$ cat src/rtl/if_stage.sv
// Instruction-fetch stage: owns the PC, selects the next PC from ID-stage redirect
// information and registers the fetched instruction into the IF/ID pipeline register.
module if_stage #(
    parameter logic [31:0] RESET_PC  = 32'h0000_3000,
    parameter logic [31:0] NOP_INSTR = 32'h0000_0000
) (
    input  logic        clk,
    input  logic        reset,
    input  logic        stall,
    input  logic        flush,
    input  logic [31:0] imem_rdata,
    input  logic [1:0]  id_s_npc,
    input  logic        id_br_eq,
    input  logic [31:0] id_jr_target,
    output logic [31:0] imem_addr,
    output logic [31:0] if_id_instr,
    output logic [31:0] if_id_pc,
    output logic [31:0] if_id_pc4,
    output logic        if_id_valid
);

    localparam int unsigned XLEN = 32;

    localparam logic [1:0] NPC_SEQ    = 2'b00;
    localparam logic [1:0] NPC_JUMP   = 2'b01;
    localparam logic [1:0] NPC_JR     = 2'b10;
    localparam logic [1:0] NPC_BRANCH = 2'b11;

    logic [XLEN-1:0] pc_q;
    logic [XLEN-1:0] pc_plus4;
    logic [XLEN-1:0] jump_target;
    logic [XLEN-1:0] branch_offset;
    logic [XLEN-1:0] branch_target;
    logic [XLEN-1:0] redirect_target;
    logic            redirect;

    assign imem_addr = pc_q;
    assign pc_plus4  = pc_q + XLEN'(4);

    // Targets derive only from IF/ID contents so a bubble carries no stale target
    assign jump_target   = {if_id_pc4[31:28], if_id_instr[25:0], 2'b00};
    assign branch_offset = {{14{if_id_instr[15]}}, if_id_instr[15:0], 2'b00};
    assign branch_target = if_id_pc4 + branch_offset;

    always_comb begin
        redirect        = 1'b0;
        redirect_target = pc_plus4;
        if (if_id_valid) begin
            case (id_s_npc)
                NPC_JUMP: begin
                    redirect        = 1'b1;
                    redirect_target = jump_target;
                end
                NPC_JR: begin
                    redirect        = 1'b1;
                    redirect_target = id_jr_target;
                end
                NPC_BRANCH: begin
                    redirect        = id_br_eq;
                    redirect_target = branch_target;
                end
                NPC_SEQ: begin
                    redirect        = 1'b0;
                    redirect_target = pc_plus4;
                end
                default: begin
                    redirect        = 1'b0;
                    redirect_target = pc_plus4;
                end
            endcase
        end
    end

    // Priority: reset > stall > redirect > flush > sequential fetch
    always_ff @(posedge clk) begin
        if (reset) begin
            pc_q        <= RESET_PC;
            if_id_instr <= NOP_INSTR;
            if_id_pc    <= '0;
            if_id_pc4   <= '0;
            if_id_valid <= 1'b0;
        end else if (stall) begin
            pc_q        <= pc_q;
            if_id_instr <= if_id_instr;
            if_id_pc    <= if_id_pc;
            if_id_pc4   <= if_id_pc4;
            if_id_valid <= if_id_valid;
        end else if (redirect) begin
            pc_q        <= redirect_target;
            if_id_instr <= NOP_INSTR;
            if_id_pc    <= '0;
            if_id_pc4   <= '0;
            if_id_valid <= 1'b0;
        end else if (flush) begin
            pc_q        <= pc_plus4;
            if_id_instr <= NOP_INSTR;
            if_id_pc    <= '0;
            if_id_pc4   <= '0;
            if_id_valid <= 1'b0;
        end else begin
            pc_q        <= pc_plus4;
            if_id_instr <= imem_rdata;
            if_id_pc    <= pc_q;
            if_id_pc4   <= pc_plus4;
            if_id_valid <= 1'b1;
        end
    end

endmodule

$ cat config.mk
export PLATFORM = sky130hd
export DESIGN_NAME = if_stage
export DESIGN_NICKNAME = d
export VERILOG_FILES = /design/src/rtl/if_stage.sv
export SDC_FILE = /design/constraint.sdc
export NUM_CORES = 1
export LEC_CHECK = 0
export ABC_AREA = 1
export BUFFER_PORTS_ARGS = -buffer_cell sky130_fd_sc_hd__buf_2
export CAP_MARGIN = 15
export CORE_MARGIN = 1.5
export CORE_UTILIZATION = 55
export DETAILED_ROUTE_END_ITERATION = 16
export PLACE_DENSITY = 0.87
export SYNTH_ARGS = -nofsm -noshare
export SYNTH_HDL_FRONTEND = slang
export SYNTH_SLANG_ARGS = --single-unit
$ cat constraint.sdc
create_clock -name clk -period 2.5 [get_ports clk]
set_clock_uncertainty 0.15 [all_clocks]
set_input_delay 0.125 -clock clk [delete_from_list [all_inputs] [get_ports clk]]
set_output_delay 0.125 -clock clk [all_outputs]
set_load 0.005 [all_outputs]
==> impl_metrics.ini <==
[outcome]
status = finished clean

[placement]
numPortBuffers = 199
place.gp.congestion = 0.997
dp.cells = 1800
place_ws_ps = 11.9
dp_hpwl_microns = 24800

[clock_tree]
h-tree-depth = 4
cts_buffer_depth = 2
cts_sinks = 127
cts_tree = built
clk_pin_slew_ps = 60
cts_buffers = 17
root_buffer = clkbuf_16
clock_latency_ps = 440

[sta]
worst_slew_pin_slew_ps = 836
setup_violations = 0
fin_crit_ps = 2440
setup_slack_ps = 60.7
hold_ws_ps = 12.1
slew_violations = 0
tns_ps = 0
max-slew-margin-rel = 0.442
finalCritPeriodShare = 0.976
hold_viol_final = 0
max_freq_mhz = 410

[cells_and_area]
multi_input_area_sq_um = 5100
drive_above_1_share = 0.196
final_cells = 1891
nets = 1791
fin_util = 0.738
regArea_sq_um = 2540
area_growth_syn_to_layout_pct = 31.7
nFillCells = 1252

[logic_synthesis]
netlist_top_cells_area = dfxtp_1 30%, nand2_1 22%, a21oi_1 9.5%, inv_1 7.3%, nor2_1 6.1%
synth_cell_type_count = 43
synth_seq_cells = 127
synth-async-reset-ratio = 0
synth_most_common_cell = nand2_1
synth-edff-count = 0
synth.cell_area_sq_um = 8490
yosys.area.top_type = dfxtp_1
syn_nets = 1517
synth_warnings = 0
syn-mean-instance-area_sq_um = 6.00
synthCells = 1415
synthFlopType = dfxtp_1
ys_seq_area_frac = 0.299
synth_top_area_share = 0.299
yosys-top-cells-count = 502 x nand2_1, 165 x inv_1, 161 x a21oi_1, 137 x nor2_1, 127 x dfxtp_1

[floorplan]
die-area_sq_um = 16200
die_x_microns = 127
start_util = 0.561
die_y_microns = 127
num_io_pins = 200
row_count = 45
core-area_sq_um = 15100

[setup_path]
crit_fanout = 5
start_kind = flop
crit_slowest_cell = dfxtp_2
critPathRequiredTime_ps = 2700
crit_chain = ha_4, inv_1, fa_1, inv_2, nand3_1, nand3_2, nand2_1, a21oi_2, nor2_1, nand2_1, nand2_1, nor2_1, o21bai_1, a21oi_1
worst-setup-path-type = reg -> reg
cp-startpoint = if_id_instr[0]
cp.arrival_ps = 2640
crit_path_frequent_cell = nand2_1
end_kind = flop
critPathMaxStageDelay_ps = 380
path_buf_inv = 2
crit_family = simple AND/OR/NAND/NOR gates
regToRegStartpoint = if_id_instr[0]

[routing]
first_pass_iters = 8
drt_iter0_markers = 1393
drt_wl_total_microns = 34600
via_per_inst = 5.69
route.vias.total = 10754
wl_per_cell_microns = 18.3
drcViolationCount = 0
ant_nets = 0

[hold_path]
min_from = id_jr_target[27]
hold_path.class = in -> reg

[power_and_ir_drop]
pwr_density_cell_nw_per_um2 = 504
irDropWorstVdd_mv = 0.514
leakage_uw = 0.00566

[grt]
gr-total-overflow = 0
grt_pass1_vias = 10081
grt_max_degree = 68
track_usage = 0.426
grt_pass1_wl_microns = 53200
grt_antenna_before_repair = 0

[run]
cap_violations = 0
## layout make-up
class                           instances  area share
Sequential cell                       127       0.228
Clock buffer                           19      0.0396
Tap cell                              188      0.0210
Timing Repair Buffer                  312       0.181
Multi-Input combinational cell       1062       0.456
Clock inverter                         13      0.0179
Antenna cell                            1    0.000224
Inverter                              169      0.0567
## per-stage QoR
step           area [sq um]  power, uW
2_1_floorplan          8490       2510
5_1_grt               11200       5760
3_5_place_dp           9900       2790
4_1_cts               11100       5580
6_report              11200       5640
3_3_place_gp           9900       2790
## final timing paths
check / end / slack, ps / cells past startpoint
setup / recovery: imem_addr[18] / 60 / 14
hold / removal: imem_addr[27] / 10 / 7
setup reg to reg: imem_addr[18] / 60 / 14
hold reg to reg: if_id_pc[25] / 310 / 2
## per-layer routing
layer,track usage,share of wire,wire (microns),vias up
li1,-,-,-,5068
met1,0.513,0.38,13200,4810
met2,0.684,0.44,15300,709
met3,0.101,0.10,3620,167
met4,0.267,0.071,2470,0
met5,0,0,0,-
## report_power, final
part	switching, uW	internal [uW]
clock network	1060	1720
registers	58.6	2070
logic	434	289
## cells by family after synthesis
| family | after synthesis | synth area share |
|---|---|---|
| compound gates | 245 | 0.160 |
| flops | 127 | 0.299 |
| buf+inv | 226 | 0.107 |
| simple gates | 771 | 0.372 |
| fa+ha+maj | 31 | 0.0466 |
| xor+xnor | 15 | 0.0164 |
## registers in the layout (all words and copies together), names as in the netlist
register / count
imem_addr: 32
if_id_pc: 32
if_id_pc4: 30
if_id_valid: 1
if_id_instr: 32
## worst min-delay path, stage by stage
cell     delay [ps]
buf_2           100
nand2_1          50
nand2_1          40
o21ai_0          70
nand2_1          60
nand2_1          50
a21oi_1          50
## cell usage in the layout, fill, tap and decap left out, drive strengths merged
master	instances
nand3	86
o21bai	4
dlygate4sd3	58
o22ai	14
ha	30
nand4	8
inv	174
nand3b	4
bufinv	4
a22o	1
and2	3
o21ai	35
a221oi	4
o211ai	6
clkinv	4
buf	254
a21o	6
a21oi	161
o221ai	2
dfxtp	127
nor2	145
diode	1
or2	8
xor2	13
o2111ai	1
clkbuf	19
xnor2	2
a2bb2oi	1
nor3	9
fa	1
a22oi	9
a31o	1
nand2	508
## timing repair
item,4_1_cts,5_1_grt
hold endpoints to repair,61,0
endpoints found under the setup margin,1,14
setup buffers,0,0
gates resized for setup,1,19
gates cloned,0,0
pin swaps,0,2
hold buffers,58,0
No activity file was read; power rests on OpenSTA's default activity.
